--- src/rtl/modulator_sequencer_pkg.sv ---
`default_nettype none
// +-------------------------------------------------------------------------+
// | modulator_pkg: shared types and constants for the modulator sequencer.  |
// | Revision: 1.0                                                           |
// +-------------------------------------------------------------------------+
package modulator_pkg;

   localparam int unsigned c_TICK_DIV       = 50;
   localparam int unsigned c_DEF_BURST_LEN  = 6100;
   localparam int unsigned c_DEF_GAP_LEN    = 100;
   localparam int unsigned c_DEF_NUM_BURSTS = 1;
   localparam int unsigned c_LEN_W          = 16;
   localparam int unsigned c_CNT_W          = 8;

   typedef enum logic [1:0] {
      ST_IDLE  = 2'd0,
      ST_BURST = 2'd1,
      ST_GAP   = 2'd2,
      ST_DONE  = 2'd3
   } seq_state_t;

endpackage : modulator_pkg
`default_nettype wire

--- src/rtl/modulator_sequencer_if.sv ---
`default_nettype none
// +-------------------------------------------------------------------------+
// | modulator_sequencer_if: frame-control / modulator bus of the sequencer. |
// | Revision: 1.0                                                           |
// +-------------------------------------------------------------------------+
interface modulator_sequencer_if;
   import modulator_pkg::*;

   logic               cfg_valid;
   logic               cfg_ready;
   logic [c_LEN_W-1:0] cfg_burst_len;
   logic [c_LEN_W-1:0] cfg_gap_len;
   logic [c_CNT_W-1:0] cfg_num_bursts;
   logic               cfg_error;
   logic               start;
   logic               abort;
   logic               trigger_signal;
   logic               busy;
   logic               done;
   logic               aborted;
   logic [c_CNT_W-1:0] burst_index;

   modport master (
      output cfg_valid, cfg_burst_len, cfg_gap_len, cfg_num_bursts, start, abort,
      input  cfg_ready, cfg_error, trigger_signal, busy, done, aborted, burst_index
   );

   modport slave (
      input  cfg_valid, cfg_burst_len, cfg_gap_len, cfg_num_bursts, start, abort,
      output cfg_ready, cfg_error, trigger_signal, busy, done, aborted, burst_index
   );

endinterface : modulator_sequencer_if
`default_nettype wire

--- src/rtl/modulator_sequencer_tick_prescaler.sv ---
`default_nettype none
// +-------------------------------------------------------------------------+
// | tick_prescaler: emits one tick every TICK_DIV clocks, restartable.      |
// | Revision: 1.0                                                           |
// +-------------------------------------------------------------------------+
module tick_prescaler
   import modulator_pkg::*;
#(
   parameter int unsigned TICK_DIV = c_TICK_DIV
) (
   input  logic clock,
   input  logic reset,
   input  logic clear,
   output logic tick
);

   localparam int unsigned     c_W    = (TICK_DIV > 1) ? $clog2(TICK_DIV) : 1;
   localparam logic [c_W-1:0]  c_LAST = c_W'(TICK_DIV - 1);

   logic [c_W-1:0] r_cnt;

   always_ff @(posedge clock or negedge reset) begin
      if (!reset) begin
         r_cnt <= '0;
      end else if (clear || (r_cnt == c_LAST)) begin
         r_cnt <= '0;
      end else begin
         r_cnt <= r_cnt + 1'b1;
      end
   end

   assign tick = (r_cnt == c_LAST);

endmodule : tick_prescaler
`default_nettype wire

--- src/rtl/modulator_sequencer.sv ---
`default_nettype none
// +-------------------------------------------------------------------------+
// | modulator_sequencer: schedules modulator bursts and guard gaps.         |
// | Revision: 1.0                                                           |
// +-------------------------------------------------------------------------+
module modulator_sequencer
   import modulator_pkg::*;
#(
   parameter int unsigned TICK_DIV       = c_TICK_DIV,
   parameter int unsigned DEF_BURST_LEN  = c_DEF_BURST_LEN,
   parameter int unsigned DEF_GAP_LEN    = c_DEF_GAP_LEN,
   parameter int unsigned DEF_NUM_BURSTS = c_DEF_NUM_BURSTS
) (
   input  logic                  clock,
   input  logic                  reset,
   modulator_sequencer_if.slave  bus
);

   localparam logic [c_LEN_W-1:0] c_RST_BURST = c_LEN_W'(DEF_BURST_LEN);
   localparam logic [c_LEN_W-1:0] c_RST_GAP   = c_LEN_W'(DEF_GAP_LEN);
   localparam logic [c_CNT_W-1:0] c_RST_NUM   = c_CNT_W'(DEF_NUM_BURSTS);

   seq_state_t          r_state;
   logic [c_LEN_W-1:0]  r_burst_len;
   logic [c_LEN_W-1:0]  r_gap_len;
   logic [c_CNT_W-1:0]  r_num_bursts;
   logic [c_LEN_W-1:0]  r_tick_cnt;
   logic [c_CNT_W-1:0]  r_burst_index;
   logic                r_trigger;
   logic                r_busy;
   logic                r_done;
   logic                r_aborted;
   logic                r_cfg_error;
   logic                r_cfg_ready;

   logic                w_tick;
   logic                w_clear;
   logic                w_cfg_accept;
   logic                w_cfg_ok;
   logic                w_start;
   logic                w_abort;
   logic                w_burst_end;
   logic                w_gap_end;
   logic                w_last_burst;
   logic [c_CNT_W-1:0]  w_idx_next;

   // cfg_ready is high exactly while in IDLE, so it doubles as the IDLE gate.
   assign w_cfg_accept = bus.cfg_valid && r_cfg_ready;
   assign w_cfg_ok     = w_cfg_accept && (bus.cfg_burst_len != '0);
   assign w_start      = (r_state == ST_IDLE) && bus.start && !bus.abort;
   assign w_abort      = (r_state != ST_IDLE) && bus.abort;

   assign w_burst_end  = (r_state == ST_BURST) && w_tick &&
                         (r_tick_cnt == (r_burst_len - 1'b1));
   // A zero-length gap still holds the trigger low for one clock.
   assign w_gap_end    = (r_state == ST_GAP) &&
                         ((r_gap_len == '0) ||
                          (w_tick && (r_tick_cnt == (r_gap_len - 1'b1))));
   assign w_idx_next   = r_burst_index + 1'b1;
   assign w_last_burst = (r_num_bursts != '0) && (w_idx_next == r_num_bursts);

   // Prescaler and tick counter both restart whenever a new state is entered.
   assign w_clear = (r_state == ST_IDLE) || (r_state == ST_DONE) ||
                    w_burst_end || w_gap_end || w_abort;

   tick_prescaler #(
      .TICK_DIV (TICK_DIV)
   ) u_tick_prescaler (
      .clock (clock),
      .reset (reset),
      .clear (w_clear),
      .tick  (w_tick)
   );

   always_ff @(posedge clock or negedge reset) begin
      if (!reset) begin
         r_state       <= ST_IDLE;
         r_burst_len   <= c_RST_BURST;
         r_gap_len     <= c_RST_GAP;
         r_num_bursts  <= c_RST_NUM;
         r_tick_cnt    <= '0;
         r_burst_index <= '0;
         r_trigger     <= 1'b0;
         r_busy        <= 1'b0;
         r_done        <= 1'b0;
         r_aborted     <= 1'b0;
         r_cfg_error   <= 1'b0;
         r_cfg_ready   <= 1'b1;
      end else begin
         r_done      <= 1'b0;
         r_aborted   <= 1'b0;
         r_cfg_error <= 1'b0;

         if (w_cfg_accept) begin
            if (w_cfg_ok) begin
               r_burst_len  <= bus.cfg_burst_len;
               r_gap_len    <= bus.cfg_gap_len;
               r_num_bursts <= bus.cfg_num_bursts;
            end else begin
               r_cfg_error  <= 1'b1;
            end
         end

         if (w_clear) begin
            r_tick_cnt <= '0;
         end else if (w_tick) begin
            r_tick_cnt <= r_tick_cnt + 1'b1;
         end

         if (w_abort) begin
            r_state     <= ST_IDLE;
            r_trigger   <= 1'b0;
            r_busy      <= 1'b0;
            r_aborted   <= 1'b1;
            r_cfg_ready <= 1'b1;
         end else begin
            case (r_state)
               ST_IDLE: begin
                  if (w_start) begin
                     r_state       <= ST_BURST;
                     r_trigger     <= 1'b1;
                     r_busy        <= 1'b1;
                     r_cfg_ready   <= 1'b0;
                     r_burst_index <= '0;
                  end
               end
               ST_BURST: begin
                  if (w_burst_end) begin
                     r_burst_index <= w_idx_next;
                     r_trigger     <= 1'b0;
                     if (w_last_burst) begin
                        r_state <= ST_DONE;
                        r_done  <= 1'b1;
                     end else begin
                        r_state <= ST_GAP;
                     end
                  end
               end
               ST_GAP: begin
                  if (w_gap_end) begin
                     r_state   <= ST_BURST;
                     r_trigger <= 1'b1;
                  end
               end
               ST_DONE: begin
                  r_state     <= ST_IDLE;
                  r_busy      <= 1'b0;
                  r_cfg_ready <= 1'b1;
               end
               default: begin
                  r_state     <= ST_IDLE;
                  r_trigger   <= 1'b0;
                  r_busy      <= 1'b0;
                  r_cfg_ready <= 1'b1;
               end
            endcase
         end
      end
   end

   assign bus.trigger_signal = r_trigger;
   assign bus.busy           = r_busy;
   assign bus.done           = r_done;
   assign bus.aborted        = r_aborted;
   assign bus.cfg_error      = r_cfg_error;
   assign bus.cfg_ready      = r_cfg_ready;
   assign bus.burst_index    = r_burst_index;

endmodule : modulator_sequencer
`default_nettype wire

--- src/flat_wrapper.sv ---
// flat-port wrapper written by rule: the top's interface ports become plain ports
module modulator_sequencer_flat import modulator_pkg::*;
#(
   parameter int unsigned TICK_DIV       = c_TICK_DIV,
   parameter int unsigned DEF_BURST_LEN  = c_DEF_BURST_LEN,
   parameter int unsigned DEF_GAP_LEN    = c_DEF_GAP_LEN,
   parameter int unsigned DEF_NUM_BURSTS = c_DEF_NUM_BURSTS
)
  (clock, reset, bus_cfg_valid, bus_cfg_burst_len, bus_cfg_gap_len, bus_cfg_num_bursts, bus_start, bus_abort, bus_cfg_ready, bus_cfg_error, bus_trigger_signal, bus_busy, bus_done, bus_aborted, bus_burst_index);
  modulator_sequencer_if bus_i ();
  input  logic clock;
  input  logic reset;
  input wire logic [$bits(bus_i.cfg_valid)-1:0] bus_cfg_valid;
  input wire logic [$bits(bus_i.cfg_burst_len)-1:0] bus_cfg_burst_len;
  input wire logic [$bits(bus_i.cfg_gap_len)-1:0] bus_cfg_gap_len;
  input wire logic [$bits(bus_i.cfg_num_bursts)-1:0] bus_cfg_num_bursts;
  input wire logic [$bits(bus_i.start)-1:0] bus_start;
  input wire logic [$bits(bus_i.abort)-1:0] bus_abort;
  output wire logic [$bits(bus_i.cfg_ready)-1:0] bus_cfg_ready;
  output wire logic [$bits(bus_i.cfg_error)-1:0] bus_cfg_error;
  output wire logic [$bits(bus_i.trigger_signal)-1:0] bus_trigger_signal;
  output wire logic [$bits(bus_i.busy)-1:0] bus_busy;
  output wire logic [$bits(bus_i.done)-1:0] bus_done;
  output wire logic [$bits(bus_i.aborted)-1:0] bus_aborted;
  output wire logic [$bits(bus_i.burst_index)-1:0] bus_burst_index;
  assign bus_i.cfg_valid = bus_cfg_valid;
  assign bus_i.cfg_burst_len = bus_cfg_burst_len;
  assign bus_i.cfg_gap_len = bus_cfg_gap_len;
  assign bus_i.cfg_num_bursts = bus_cfg_num_bursts;
  assign bus_i.start = bus_start;
  assign bus_i.abort = bus_abort;
  assign bus_cfg_ready = bus_i.cfg_ready;
  assign bus_cfg_error = bus_i.cfg_error;
  assign bus_trigger_signal = bus_i.trigger_signal;
  assign bus_busy = bus_i.busy;
  assign bus_done = bus_i.done;
  assign bus_aborted = bus_i.aborted;
  assign bus_burst_index = bus_i.burst_index;
  modulator_sequencer #(.TICK_DIV(TICK_DIV), .DEF_BURST_LEN(DEF_BURST_LEN), .DEF_GAP_LEN(DEF_GAP_LEN), .DEF_NUM_BURSTS(DEF_NUM_BURSTS)) u_core (.clock(clock), .reset(reset), .bus(bus_i));
endmodule
--- config.mk ---
export PLATFORM = sky130hd
export DESIGN_NAME = modulator_sequencer_flat
export DESIGN_NICKNAME = d
export VERILOG_FILES = /design/src/rtl/modulator_sequencer_pkg.sv /design/src/rtl/modulator_sequencer_if.sv /design/src/rtl/modulator_sequencer_tick_prescaler.sv /design/src/rtl/modulator_sequencer.sv /design/src/flat_wrapper.sv
export SDC_FILE = /design/constraint.sdc
export NUM_CORES = 1
export LEC_CHECK = 0
export ABC_CLOCK_PERIOD_IN_PS = 3170
export CAP_MARGIN = 0
export CORE_MARGIN = 2
export CORE_UTILIZATION = 48
export CTS_BUF_LIST = sky130_fd_sc_hd__clkbuf_16
export DETAILED_ROUTE_END_ITERATION = 12
export PLACE_DENSITY_LB_ADDON = 0.08
export SLEW_MARGIN = 30
export SYNTH_ARGS = -nofsm -noshare
export SYNTH_HDL_FRONTEND = slang
export SYNTH_HIERARCHICAL = 1
export SYNTH_SLANG_ARGS = --single-unit
--- constraint.sdc ---
create_clock -name clock -period 3.17 [get_ports clock]
set_input_delay 0.317 -clock clock [delete_from_list [all_inputs] [get_ports clock]]
set_output_delay 0.317 -clock clock [all_outputs]
set_load 0.02 [all_outputs]
==> Yosys cells after proc, flatten, opt, wreduce, memory -nomap -nowiden <==
Index checks and enable logic that the tools add are counted.
{ "op_classes": {"n_mul": 0, "n_addsub": 5, "div": 0, "n_reduce_logical": 31, "n_lt_le_gt_ge": 0, "n_bitwise": 1, "mux": 29, "shift": 0, "n_eq_ne": 12} }
{ "op_table": {"columns": ["op", "count"], "rows": [
  ["equality test 16 bit", 2],
  ["two-way mux 16 bit", 2],
  ["subtractor 16 x 1 -> 16 bit, second input constant", 2],
  ["adder 16 x 1 -> 16 bit, second input constant", 1],
  ["zero test 16 bit", 1],
  ["two-way mux 8 bit", 2],
  ["one-hot mux 8 bit (2 select lines)", 1],
  ["nonzero test 16 bit", 1],
  ["two-way mux 1 bit", 15],
  ["logical AND 1 bit", 10],
  ["!= test 3 x 1 -> 1 bit, second input constant", 3],
  ["adder 8 x 1 -> 8 bit, second input constant", 1],
  ["equality test 8 bit", 1],
  ["two-way mux 2 bit", 4],
  ["one-hot mux 2 bit (4 select lines)", 1],
  ["AND reduction 4 bit", 2],
  ["nonzero test 8 bit", 1],
  ["adder 6 x 1 -> 6 bit, second input constant", 1],
  ["equality test 6 bit, second input constant", 1],
  ["logical OR 1 bit", 6],
  ["two-way mux 6 bit", 1],
  ["nonzero test 2 bit", 3],
  ["equality test 2 bit, second input constant", 2],
  ["!= test 2 x 1 -> 1 bit, second input constant", 2],
  ["other kinds (10)", 12]
]} }
{ "totals": {"elab_cells": 91, "in_bits": 45, "romBits": 0, "ramBits": 0, "ff_bits": 78, "out_inout_bits": 14, "mem_count": 0, "latch_bits": 0} }

==> Longest topological paths before layout <==
Gate-level depths: netlist of run 1.
{ "logic_depth": {"depth_word": 9, "ltp_mapped": 13, "ltp_nobuf": 11} }

==> Hierarchy <==
The synthesis of run 1 kept the hierarchy.
{ "modules_own_cells": {"columns": ["mod", "instances", "cells_per_inst", "seq_area_each_um2", "area_per_inst_um2"], "rows": [
  ["modulator_sequencer", 1, 490, 1818.0, 4703.3],
  ["tick_prescaler", 1, 26, 150.1, 281.5]
]} }

==> Worst setup path before layout of run 1 <==
OpenSTA, ideal clock, no wires.
{ "synth_timing": {"path_kind": "reg2reg", "from": "register u_core.r_gap_len[0]", "to": "register u_core.u_tick_prescaler.r_cnt[2]", "arrival_ps": 3010, "slack_ps": 37, "required_ps": 3047, "path_stages_with_launch": 14, "setup_time_ps": 123, "synth_period_minus_slack_ps": 3133, "path_buffers": 2, "path_cell_list": "dfrtp_1 > inv_1 > ha_1 > or4b_1 > clkbuf_2 > o21a_1 > or4_1 > o311ai_1 > nand4_1 > and2_4 > o2111ai_4 > buf_6 > a41o_1 > nor2_1"} }
{ "synth_via": {"elab_chain_len": 9, "word_cells_on_any_way": 10, "cone_classes": "add/sub (1); eq/ne (1); mux (1); reduce/logical (7)"} }
{ "synth_lines": {"columns": ["item", "line", "text"], "rows": [
  ["from (decl)", "modulator_sequencer.sv:25", "logic [c_LEN_W-1:0] r_gap_len;"],
  ["from (signal assigned)", "modulator_sequencer.sv:79", "r_gap_len <= c_RST_GAP;"],
  ["from (signal assigned)", "modulator_sequencer.sv:97", "r_gap_len <= bus.cfg_gap_len;"],
  ["subtractor 16 x 1 -> 16 bit", "modulator_sequencer.sv:58", "(w_tick && (r_tick_cnt == (r_gap_len - 1'b1))));"],
  ["equality test 16 bit", "modulator_sequencer.sv:58", null],
  ["logical AND 1 bit", "modulator_sequencer.sv:58", null],
  ["logical OR 1 bit *", "modulator_sequencer.sv:57", "((r_gap_len == '0) ||"],
  ["logical AND 1 bit *", "modulator_sequencer.sv:56", "assign w_gap_end = (r_state == ST_GAP) &&"],
  ["logical OR 1 bit * (2 in a row)", "modulator_sequencer.sv:64", "w_burst_end || w_gap_end || w_abort;"],
  ["named net u_core.w_clear", "modulator_sequencer.sv:37", "logic w_clear;"],
  ["logical OR 1 bit *", "modulator_sequencer_tick_prescaler.sv:25", "end else if (clear || (r_cnt == c_LAST)) begin"],
  ["two-way mux 6 bit *", "modulator_sequencer_tick_prescaler.sv:25", null],
  ["to (signal assigned)", "modulator_sequencer_tick_prescaler.sv:28", "r_cnt <= r_cnt + 1'b1;"],
  ["to (decl)", "modulator_sequencer_tick_prescaler.sv:20", "logic [c_W-1:0] r_cnt;"]
]} }
The timed path passes the listed nets; every way through them passes the cells marked *.
A chain may end at the register's enable or synchronous reset.

==> Final worst setup path of run 1 <==
{ "layout_timing": {"from": "register u_core.r_gap_len[1]", "to": "register u_core.r_tick_cnt[5]"} }
{ "layout_via": {"elab_chain_len": 8, "word_cells_on_any_way": 10, "cone_classes": "add/sub (1); eq/ne (1); mux (1); reduce/logical (7)"} }
{ "layout_lines": {"columns": ["item", "line", "text"], "rows": [
  ["subtractor 16 x 1 -> 16 bit", "modulator_sequencer.sv:58", null],
  ["equality test 16 bit", "modulator_sequencer.sv:58", null],
  ["logical AND 1 bit", "modulator_sequencer.sv:58", null],
  ["logical OR 1 bit *", "modulator_sequencer.sv:57", null],
  ["logical AND 1 bit *", "modulator_sequencer.sv:56", null],
  ["logical OR 1 bit * (2 in a row)", "modulator_sequencer.sv:64", null],
  ["two-way mux 16 bit or nonzero test 2 bit (tied branches)", null, null],
  ["to (signal assigned)", "modulator_sequencer.sv:107", "r_tick_cnt <= r_tick_cnt + 1'b1;"],
  ["to (decl)", "modulator_sequencer.sv:27", "logic [c_LEN_W-1:0] r_tick_cnt;"]
]} }
Mark *: on every way between the ends. The rest lies on a longest branch, timed or not.

==> results of run 1 <==
## cells in the final DEF (no fill, tap or decap), types with 7 or more instances in the layout
master | Yosys | routed
clkdlybuf4s50_1 | 0 | 57
dfrtp_1 | 65 | 63
buf_4 | 0 | 12
or3_1 | 9 | 9
nand2b_1 | 10 | 10
xnor2_1 | 32 | 32
nor3_1 | 18 | 18
xor2_1 | 32 | 32
nor4_1 | 12 | 12
clkbuf_16 | 0 | 9
mux2_2 | 34 | 34
nand2_1 | 43 | 43
o21ai_0 | 14 | 14
nor2_1 | 46 | 45
dfstp_2 | 13 | 13
inv_1 | 21 | 21
ha_1 | 10 | 9
o211ai_1 | 7 | 7
a21oi_1 | 8 | 8
nand4_1 | 12 | 12
nand3_1 | 10 | 9
## cells in the mapped netlist (12+ instances only)
library cell,count
mux2_2,34
nor2_1,46
nand2_1,43
nand4_1,12
nor4_1,12
clkbuf_1,13
nor3_1,18
o21ai_0,14
xor2_1,32
xnor2_1,32
dfrtp_1,65
inv_1,21
dfstp_2,13
## power by group
group | total [mW] | internal [mW] | switching [mW]
combinational | 2.08 | 1.01 | 1.07
sequential | 1.82 | 1.36 | 0.462
clock | 1.26 | 0.847 | 0.415
total | 5.16 | 3.22 | 1.94
## flip-flops by register name, indices dropped and copies added (netlist names)
name / flops
u_core/u_tick_prescaler/r_cnt: 6
u_core/bus.cfg_ready: 1
u_core/r_num_bursts: 8
u_core/r_gap_len: 16
u_core/bus.cfg_error: 1
u_core/bus.burst_index: 8
u_core/r_burst_len: 16
u_core/bus.done: 1
u_core/bus.aborted: 1
u_core/bus.trigger_signal: 1
u_core/r_state: 2
u_core/r_tick_cnt: 16
u_core/bus.busy: 1
## kinds of logic (layout without fill, tap and decap cells)
| logic type | count (synthesis) | in the layout |
|---|---|---|
| AOI/OAI and AO/OA | 81 | 81 |
| DFF | 78 | 78 |
| adders and majority gates | 10 | 10 |
| muxes | 40 | 40 |
| and+or+nand+nor | 200 | 200 |
| xor gates and xnor gates | 64 | 64 |
| buffers and inverters | 43 | 108 |
## layout make-up
cell class,instances,area [µm²],share of cell area (%)
Sequential cell,78,1970,32.1
Multi-Input combinational cell,395,2870,46.8
Clock inverter,7,138,2.24
Tap cell,136,170,2.77
Inverter,21,78.8,1.28
Timing Repair Buffer,71,683,11.1
Clock buffer,9,225,3.67
## critical path: stages, from the launching register on
cell	delay [ns]
dfrtp_2	0.44
inv_2	0.09
ha_4	0.15
or4b_1	0.47
o21a_1	0.22
or4_1	0.51
o311ai_1	0.11
nand4_1	0.23
and2_4	0.23
o2111ai_4	0.20
buf_6	0.20
nor2_1	0.07
## worst min path at each step
stage,depth (start not counted),slack (ns),end,from
2_1_floorplan,0,0.02,u_core/bus.aborted$_DFF_PN0_,reset
4_1_cts,1,0.18,u_core/r_burst_len[5]$_DFFE_PN0P_,reset
3_3_place_gp,1,0.49,u_core/u_tick_prescaler/r_cnt[0]$_DFF_PN0_,u_core/u_tick_prescaler/r_cnt[0]$_DFF_PN0_
5_1_grt,1,0.07,u_core/r_burst_len[5]$_DFFE_PN0P_,reset
3_5_place_dp,2,0.51,u_core/bus.busy$_DFFE_PN0P_,u_core/bus.busy$_DFFE_PN0P_
6_report,1,0.009,u_core/r_burst_len[5]$_DFFE_PN0P_,reset
## through the flow
stage / cell area, µm² / std cells
6_report: 6140 / 717
5_1_grt: 6140 / 717
3_5_place_dp: 5720 / 700
3_3_place_gp: 5720 / 700
4_1_cts: 6090 / 716
2_1_floorplan: 4980 / 516
## routing by layer
| metal | GRT usage [%] | share of wire [%] |
|---|---|---|
| met1 | 31.7 | 49 |
| met2 | 34.8 | 45 |
| met5 | 0 | 0 |
| met3 | 3.74 | 4.0 |
| met4 | 9.40 | 2.5 |
## repair_timing
item,4_1_cts,5_1_grt
gates resized for setup,3,8
buffers inserted,0,1
endpoints found under the setup margin,22,26
pin swaps,0,1
==> flow_summary_export.csv, run 1 <==
group,metric,value,unit
clock_tree,ctsHoldBuffers,0,
logic_synthesis,avgSynthCellArea,9.66,µm²
timing,slew_headroom,53.2,%
logic_synthesis,muxShareOfSynthArea,8.89,%
clock_tree,worstSkewPairLatency,0.34,ns
logic_synthesis,yosysWarnings,6,
global_route,grt_overflow,0,
global_route,grt_pass1_vias,3999,
clock_tree,root_buffer,"clkbuf_16",
setup_path,worstReg2RegEnd,"u_core/r_tick_cnt[5]$_DFFE_PN0P_",
setup_path,r2r-start,"u_core/r_gap_len[1]$_DFFE_PN0P_",
pwr,p_leak,2.44,nW
drt,drt-vias-per-instance,5.80,
floorplanning,die_x,106,µm
timing,finalSetupTns,0,ns
timing,worst_pin_slew,0.702,ns
drt,routed_wl,12000,µm
setup_path,rrSetupSlack,0.12,ns
drt,first_iter_violations,192,
timing,rsz0062_at_grt,"no",
setup_path,critPathLaunchType,"flip-flop",
timing,timing.final.crit_share,96.1,%
drt,dr.pass1.iters,4,
logic_synthesis,synth-adder-area-share,2.51,%
logic_synthesis,synth-compound-area-share,12.5,%
drt,ant_nets,0,
place,place_congestion,0.853,
pwr,total_power,5.16,mW
setup_path,criticalPathCategory,"flip-flop to flip-flop",
floorplanning,coreArea,0.0102,mm²
cells_and_area,fin_nets,631,
floorplanning,die_area,0.0112,mm²
global_route,grt_max_degree,79,
job,max_cap_violations,0,
setup_path,crit_path_end_kind,"flip-flop",
logic_synthesis,synthCells,516,
logic_synthesis,synth_top_family_by_area,"simple AND/OR/NAND/NOR gates",
clock_tree,htree_levels,3,
cells_and_area,layout-drive-gt1-share,17.9,%
cells_and_area,n_antenna_cell,0,
pwr,ir_worst_vdd,0.390,mV
setup_path,ff2ff_path_depth,11,
logic_synthesis,synth_top_flop_cell,"dfrtp_1",
setup_path,worstSetupEndpoint,"u_core/r_tick_cnt[5]$_DFFE_PN0P_",
clock_tree,cts_buffer_depth,2,
setup_path,worstPathMaxFanout,16,
setup_path,crit_required,3.39,ns
logic_synthesis,ys_async_sr_fraction,100,%
clock_tree,cts_buffers,9,
setup_path,arrival,3.27,ns
drt,vias,4160,
timing,fmax,0.328,GHz
min_path,hold_path_class,"input pin to asynchronous set/reset pin",
clock_tree,clk_pin_slew,0.06,ns
timing,hold_viol,0,
drt,drc,0,
drt,wl_per_cell,16.7,µm
logic_synthesis,synth-simple-area-share,21.6,%
clock_tree,cts_tree,"built",
timing,drv_slew,0,
cells_and_area,nFillCells,872,
timing,clock-skew-final,0.00833,ns
cells_and_area,final_util,60.3,%
logic_synthesis,synth-xor-area-share,11.2,%
logic_synthesis,netlist.area_leader.share,32.6,%
global_route,grt_pass1_wl,20000,µm
logic_synthesis,ys_seq_elements,78,
global_route,antenna_found_initial,0,
timing,hold_ws,0.00939,ns
cells_and_area,area_growth,23.2,%
logic_synthesis,synth-seq-area-share,39.5,%
floorplanning,fp.dieH,106,µm
setup_path,worstSetupStartpoint,"u_core/r_gap_len[1]$_DFFE_PN0P_",
floorplanning,initial_utilization,48.9,%
floorplanning,pin_count,59,
logic_synthesis,synth_area,0.00498,mm²
place,dp_slack,0.00691,ns
place,dp_hpwl,8650,µm
timing,setup_violations,0,
floorplanning,num_rows,37,
clock_tree,clock_sinks,78,
timing,fin_ws,0.124,ns
timing,period_minus_slack,3.05,ns
logic_synthesis,yosys.area.top_type,"dfrtp_1",
outcome,status,"finished, final reports clean",
pwr,p_per_area,841,mW/mm²
logic_synthesis,synthTopCellsByArea,"dfrtp_1 (33%), mux2_2 (7.7%), dfstp_2 (6.9%), xnor2_1 (5.6%), xor2_1 (5.6%)",
global_route,grt_use_total,22.6,%
place,port_buffers,58,
logic_synthesis,syn_nets,571,
logic_synthesis,post_synth_num_cell_types,75,
logic_synthesis,synth_edf_count,0,
Power figures use the tool's default switching activity.
==> run 2, diff against run 1 <==
--- a/config.mk
+++ b/config.mk
@@ -6,7 +6,7 @@
 export NUM_CORES = 1
 export LEC_CHECK = 0
 export ABC_CLOCK_PERIOD_IN_PS = 3170
-export CAP_MARGIN = 0
+export CAP_MARGIN = 5
 export CORE_MARGIN = 2
 export CORE_UTILIZATION = 48
 export CTS_BUF_LIST = sky130_fd_sc_hd__clkbuf_16
==> results of run 2 <==
The final DEF is identical to that of run 1; final timing and power are the same.
==> run 3, diff against run 2 <==
--- a/config.mk
+++ b/config.mk
@@ -11,8 +11,8 @@
 export CORE_UTILIZATION = 48
 export CTS_BUF_LIST = sky130_fd_sc_hd__clkbuf_16
 export DETAILED_ROUTE_END_ITERATION = 12
-export PLACE_DENSITY_LB_ADDON = 0.08
-export SLEW_MARGIN = 30
+export PLACE_DENSITY = 0.84
+export SLEW_MARGIN = 10
 export SYNTH_ARGS = -nofsm -noshare
 export SYNTH_HDL_FRONTEND = slang
 export SYNTH_HIERARCHICAL = 1
==> run 3 against run 2 <==
Effect of this change: worst setup slack got worse by 0.011 ns; register-to-register slack barely moved; critical endpoint is now u_core/u_tick_prescaler/r_cnt[4]$_DFF_PN0_; sequential share of layout area grew 0.16 points; maximum frequency down 0.37%; design area down 0.49%; clock skew rose by 0.0025 ns; largest power group unchanged; first-iteration DRC count grew 72%; core utilization fell by 0.29 points.
==> flow_summary_export.csv, run 3 (same netlist as run 1, synthesis figures left out) <==
group,metric,value,unit
drt,wl_met1,5070,µm
drt,dr.pass1.iters,5,
clock_tree,cts_buffer_depth,2,
setup_path,worstSetupStartpoint,"u_core/r_gap_len[1]$_DFFE_PN0P_",
floorplanning,fp.dieH,106,µm
cells_and_area,nFillCells,798,
pwr,ir_worst_vdd,0.331,mV
setup_path,ff2ff_path_depth,11,
clock_tree,cts_tree,"built",
floorplanning,initial_utilization,48.9,%
setup_path,crit_path_top_delay_cell,"or4_1",
cells_and_area,reg_top3,"u_core/r_burst_len: 16 flops, u_core/r_gap_len: 16 flops, u_core/r_tick_cnt: 16 flops",
cells_and_area,finalInstanceArea,0.00611,mm²
global_route,grt_overflow,0,
cells_and_area,multiInputGateArea,0.00287,mm²
min_path,hold_path_class,"input pin to asynchronous set/reset pin",
setup_path,r2r-start,"u_core/r_gap_len[1]$_DFFE_PN0P_",
timing,drv_slew,0,
timing,fmax,0.327,GHz
setup_path,worstSetupEndpoint,"u_core/u_tick_prescaler/r_cnt[4]$_DFF_PN0_",
pwr,total_power,5.08,mW
cells_and_area,final_common_cell,"dfrtp_1",
setup_path,crit_required,3.39,ns
cells_and_area,layout-drive-gt1-share,17.6,%
global_route,grt_use_total,23.3,%
timing,rsz0062_at_grt,"no",
clock_tree,clk_pin_slew,0.06,ns
timing,period_minus_slack,3.06,ns
floorplanning,die_area,0.0112,mm²
clock_tree,cts_buffers,9,
outcome,status,"finished, final reports clean",
place,dp_hpwl,8990,µm
global_route,grt_pass1_wl,21000,µm
drt,routed_wl,12600,µm
floorplanning,die_x,106,µm
place,place_area,0.00571,mm²
clock_tree,root_buffer,"clkbuf_16",
cells_and_area,layout_common_cells,"dfrtp_1 (63), clkdlybuf4s50_1 (57), nor2_1 (45), nand2_1 (43), mux2_2 (34)",
timing,worst_pin_slew,0.973,ns
drt,dr.max_layer_used,"met4",
floorplanning,num_rows,37,
job,max_cap_violations,0,
setup_path,cp_cell_sequence,"inv_1 -> ha_4 -> or4b_4 -> o21a_1 -> or4_1 -> o311ai_1 -> nand4_1 -> and2_4 -> o2111ai_4 -> a41o_1 -> nor2_1",
drt,wl_per_cell,17.6,µm
drt,vias,4255,
cells_and_area,seq_area,0.00197,mm²
setup_path,slowest_delay,0.50,ns
timing,slew_headroom,35.1,%
global_route,antenna_found_initial,0,
place,port_buffers,58,
cells_and_area,fin_nets,629,
drt,first_iter_violations,330,
setup_path,worstReg2RegEnd,"u_core/u_tick_prescaler/r_cnt[4]$_DFF_PN0_",
timing,fin_ws,0.112,ns
drt,wl_met2,6370,µm
pwr,p_per_area,832,mW/mm²
drt,drc,0,
global_route,grt_max_degree,79,
setup_path,arrival,3.28,ns
floorplanning,coreArea,0.0102,mm²
floorplanning,pin_count,59,
setup_path,rrSetupSlack,0.11,ns
drt,ant_nets,0,
place,place_congestion,0.903,
pwr,p_leak,2.42,nW
clock_tree,ctsHoldBuffers,0,
timing,hold_viol,0,
setup_path,criticalPathCategory,"flip-flop to flip-flop",
timing,clock-skew-final,0.0108,ns
cells_and_area,n_antenna_cell,0,
setup_path,crit_path_end_kind,"flip-flop",
timing,setup_violations,0,
setup_path,critPathLaunchType,"flip-flop",
place,dp_slack,0.0978,ns
clock_tree,clock_sinks,78,
drt,wl_met3,758,µm
clock_tree,htree_levels,3,
drt,drt-vias-per-instance,5.95,
global_route,grt_pass1_vias,4380,
setup_path,worstPathMaxFanout,6,
timing,finalSetupTns,0,ns
cells_and_area,area_growth,22.6,%
clock_tree,worstSkewPairLatency,0.34,ns
timing,timing.final.crit_share,96.5,%
-- run 3: power by group --
part | switching, mW | total [mW] | internal, mW
Clock | 0.414 | 1.18 | 0.766
Sequential | 0.467 | 1.82 | 1.36
Combinational | 1.08 | 2.08 | 0.997
Total | 1.96 | 5.08 | 3.12
-- run 3: worst max-delay path: cells and delay by family (launching register included) --
kind                     cells  cell delay, ns
AND/OR/NAND/NOR              5            1.43
AO/OA/AOI/OAI                4            0.76
flip-flops                   1            0.45
adder cells (fa/ha/maj)      1            0.17
buffers and inverters        1            0.13
-- run 3: worst min-delay path by stage --
| stage | endpoint | from | cells past startpoint |
|---|---|---|---|
| detailed placement | u_core/u_tick_prescaler/r_cnt[0]$_DFF_PN0_ | u_core/u_tick_prescaler/r_cnt[0]$_DFF_PN0_ | 1 |
| global route | u_core/r_gap_len[7]$_DFFE_PN0P_ | reset | 1 |
| floorplan | u_core/bus.aborted$_DFF_PN0_ | reset | 0 |
| CTS | u_core/r_gap_len[7]$_DFFE_PN0P_ | reset | 1 |
| global placement | u_core/u_tick_prescaler/r_cnt[0]$_DFF_PN0_ | u_core/u_tick_prescaler/r_cnt[0]$_DFF_PN0_ | 1 |
| finish | u_core/r_gap_len[7]$_DFFE_PN0P_ | reset | 1 |
-- run 3: layer usage --
metal  vias up  global-route usage [%]
met1      2064                    28.2
met4         0                    10.2
li1       1987                       -
met2       171                    40.8
met3        33                    3.74
met5         -                       0
-- run 3: final cells by class --
cell class / instances / share of cell area [%]
clock buffer: 9 / 3.69
inverter: 21 / 1.29
clock inverter: 7 / 1.88
sequential: 78 / 32.3
timing repair buffer: 69 / 11.1
multi-input combinational: 395 / 47.0
tap: 136 / 2.79
-- run 3: per-stage QoR --
step                      std cells  hold WS, ns  utilization (%)
final                           715        0.127             60.0
after global routing            715        0.224             60.0
after CTS                       713        0.186             59.4
after detailed placement        697        0.518             56.1
after global placement          697        0.490             56.1
after floorplan                 516       0.0214                -
-- run 3: repair_timing --
item / CTS / global route
pin swaps: 0 / 4
resized for setup: 1 / 10
setup endpoints to repair: 10 / 27
buffers inserted: 0 / 2
==> edit 1: new RTL, config.mk and constraints of run 2 <==
The 4 states of `seq_state_t` get a one-hot encoding in 4 bits.
--- a/src/rtl/modulator_sequencer_pkg.sv
+++ b/src/rtl/modulator_sequencer_pkg.sv
@@ -12,11 +12,11 @@
    localparam int unsigned c_LEN_W          = 16;
    localparam int unsigned c_CNT_W          = 8;
 
-   typedef enum logic [1:0] {
-      ST_IDLE  = 2'd0,
-      ST_BURST = 2'd1,
-      ST_GAP   = 2'd2,
-      ST_DONE  = 2'd3
+   typedef enum logic [3:0] {
+      ST_IDLE  = 4'b0001,
+      ST_BURST = 4'b0010,
+      ST_GAP   = 4'b0100,
+      ST_DONE  = 4'b1000
    } seq_state_t;
 
 endpackage : modulator_pkg
Function: same outputs for any inputs over 10 cycles, from zero or initial values and one cycle with reset low; not proved beyond that.
==> edit 1 against run 2 <==
  * Sequential cell count up 2
  * Final area fell by 1.7%
  * Worst setup slack better by 0.073 ns
  * First-iteration DRC count is 3.6% lower
  * Clock skew shrank 0.0025 ns
  * Area after synthesis decreased by 1.8%
  * Critical path depth unchanged
  * Wire length shrank 4.4%
  * Critical path type unchanged
  * Largest cell class unchanged
Power is not compared: it rests on default switching activity, and its combinational part moved more than twofold at a synthesized area within 25%.
==> edit 1: results (changes against run 2) <==
metric,value,unit,change
track_usage,21.8,%,was 22.6%
crit_slowest_cell,or3b_2,,was or4_1
r2r_slack,0.20,ns,was 0.12 ns
wire_per_inst,16.4,um,was 16.7 um
endpoint,u_core/bus.trigger_signal$_DFFE_PN0P_,,was u_core/r_tick_cnt[5]$_DFFE_PN0P_
critical_path.max_fanout,5,,was 16
ys_top_cells_by_count,"dfrtp_1 (66), xnor2_1 (40), nor2_1 (38)",,"was dfrtp_1 (65), nor2_1 (46), nand2_1 (43)"
placed_cell_area,5640,um^2,was 5720 um^2
synth_nets,552,,was 571
fin_ws,0.197,ns,was 0.124 ns
dp_slack,0.116,ns,was 0.00691 ns
relSlewSlack,50.3,%,was 53.2%
nNetsFinal,611,,was 631
status,completed,,unchanged
gp_congestion,0.836,,was 0.853
dr_wl_met3,548,um,was 478 um
seq_area_frac_synth,41.2,%,was 39.5%
fin_skew,0.00584,ns,was 0.00833 ns
r2r_end,u_core/bus.trigger_signal$_DFFE_PN0P_,,was u_core/r_tick_cnt[5]$_DFFE_PN0P_
met2_length,5.69,mm,was 5.38 mm
drt_iter0_markers,185,,was 192
reg2reg_from,u_core/r_burst_len[0]$_DFFE_PN0P_,,was u_core/r_gap_len[1]$_DFFE_PN0P_
cpPeakStageDelay,0.53,ns,was 0.51 ns
grt_max_degree,81,,was 79
place_hpwl,8.19,mm,was 8.65 mm
grt_pass1_wl,19.5,mm,was 20.0 mm
==> edit 1: cell families after synthesis <==
family / synth area share, %
AND/OR/NAND/NOR: 22.0
adder cells (fa/ha/maj): 1.53
flip-flops: 41.2
buffers and inverters: 3.91
multiplexers: 9.46
AO/OA/AOI/OAI: 8.97
XOR/XNOR: 12.9
==> edit 1: repair_timing <==
item,in CTS,in global routing
endpoints found under the setup margin,0,34
buffers inserted,0,2
gates resized for setup,0,7
==> edit 1: per-layer routing <==
layer	track usage, %	vias up
met1	28.8	1937
li1	-	1918
met5	0	-
met4	6.95	0
met2	36.3	90
met3	3.99	15
==> edit 1: where the power goes <==
part	switching [mW]	internal (mW)
combinational	0.390	0.407
sequential	0.196	1.20
clock	0.409	0.764
==> edit 1: final cells by class <==
| type | instances | area (um^2) |
|---|---|---|
| multi-input combinational | 377 | 2730 |
| inverter | 15 | 56.3 |
| tap | 133 | 166 |
| fill | 881 | 3780 |
| sequential | 80 | 2020 |
| clock buffer | 9 | 225 |
| timing repair buffer | 77 | 724 |
| clock inverter | 7 | 111 |
==> edit 1: worst reg2reg max path, delay by kind of cell, from the launching register on <==
family / cells / cell delay, ns
flip-flops: 1 / 0.42
multiplexers: 1 / 0.23
AO/OA/AOI/OAI: 3 / 0.39
adder cells (fa/ha/maj): 1 / 0.20
AND/OR/NAND/NOR: 4 / 1.31
buffers and inverters: 2 / 0.31
==> edit 1: metrics by stage <==
stage	hold slack, ns	power, mW	TNS [ns]	instances
floorplan	0.0214	1.92	0	501
global placement	0.508	2.15	0	680
detailed placement	0.415	2.18	0	680
CTS	0.0506	3.37	0	696
global route	0.0689	3.55	-0.0324	698
finish	0.0113	3.36	0	698
==> edit 2: new RTL, config.mk and constraints of run 2 <==
Without the edit above. The package constant `c_CNT_W` goes from 8 to 6.
--- a/src/rtl/modulator_sequencer_pkg.sv
+++ b/src/rtl/modulator_sequencer_pkg.sv
@@ -10,7 +10,7 @@
    localparam int unsigned c_DEF_GAP_LEN    = 100;
    localparam int unsigned c_DEF_NUM_BURSTS = 1;
    localparam int unsigned c_LEN_W          = 16;
-   localparam int unsigned c_CNT_W          = 8;
+   localparam int unsigned c_CNT_W          = 6;
 
    typedef enum logic [1:0] {
       ST_IDLE  = 2'd0,
Ports: changed (resized bus_burst_index and bus_cfg_num_bursts); port bits go from 59 to 55. The function was not compared with the original's and may differ.
==> edit 2 against run 2 <==
  * The flow now finishes with violations (hold timing)
  * Wire length shrank 17%
  * Global-route usage shrank 1.7 points
  * Synthesized cell count shrank 10%
  * Sequential power shrank 5%
  * Via count shrank 15%
  * Sequential cell count shrank 4
  * Worst setup slack gained 0.031 ns
  * Final area shrank 7.7%
  * Total power shrank 5.9%
  * Area after synthesis shrank 8.4%
  * Hold slack lost 0.023 ns
  * Die area shrank 8.0%
  * Critical path type unchanged
  * Largest power group unchanged
==> edit 2: results (changes against run 2) <==
metric,value,unit,change
drt_iter0_markers,174,,was 192
internal_power,3.02,mW,was 3.22 mW
wire_per_inst,15.2,um,was 16.7 um
max-vdd-ir-drop,0.000569,V,was 0.000390 V
placed_cell_area,5270,um^2,was 5720 um^2
violations,hold timing,,
portBuffers,54,,was 58
r2r_end,u_core/r_state[1]$_DFFE_PN0P_,,was u_core/r_tick_cnt[5]$_DFFE_PN0P_
synthAdderAreaFrac,2.74,%,was 2.51%
fillerInstances,805,,was 872
relSlewSlack,54.8,%,was 53.2%
reg2reg_from,u_core/r_gap_len[7]$_DFFE_PN0P_,,was u_core/r_gap_len[1]$_DFFE_PN0P_
place_hpwl,7.03,mm,was 8.65 mm
gp_congestion,0.849,,was 0.853
hold_viol,6,,was 0
synth_nets,517,,was 571
track_usage,20.9,%,was 22.6%
dr_wl_met3,331,um,was 478 um
reg2reg_depth,9,,was 11
holdWs,-0.0140,ns,was 0.00939 ns
nNetsFinal,573,,was 631
p_sw,1.84,mW,was 1.94 mW
status,"finished, violations left",,was completed
grt_util_met3,4.83,%,was 3.74%
p_leak,2.22,nW,was 2.44 nW
p_clk,1.11,mW,was 1.26 mW
synth_xor_xnor_area_share,12.8,%,was 11.2%
[edit 2: final cells by class]
type	instances	area share [%]
clock buffer	9	3.97
clock inverter	7	1.79
inverter	13	0.861
multi-input combinational	354	46.1
sequential	74	33.0
tap	129	2.85
timing repair buffer	68	11.5
[edit 2: worst max-delay path: stages, from the launching register on]
cell       delay (ns)
dfrtp_1          0.38
or4_4            0.56
nor4_4           0.35
nor2_2           0.07
o21ai_1          0.12
or3b_1           0.36
o41a_1           0.53
a2bb2oi_4        0.22
mux2i_1          0.20
o22ai_1          0.10
[edit 2: per-stage QoR]
step / cells / utilization (%) / hold slack, ns / setup slack [ns] / TNS, ns
6_report: 654 / 61.3 / -0.0140 / 0.155 / 0
3_3_place_gp: 637 / 57.0 / 0.492 / 0.145 / 0
5_1_grt: 654 / 61.3 / 0.0623 / -0.00163 / -0.00163
4_1_cts: 653 / 60.5 / 0.172 / 0.0319 / 0
2_1_floorplan: 464 / - / 0.0214 / 0.0106 / 0
3_5_place_dp: 637 / 57.0 / 0.508 / 0.0459 / 0
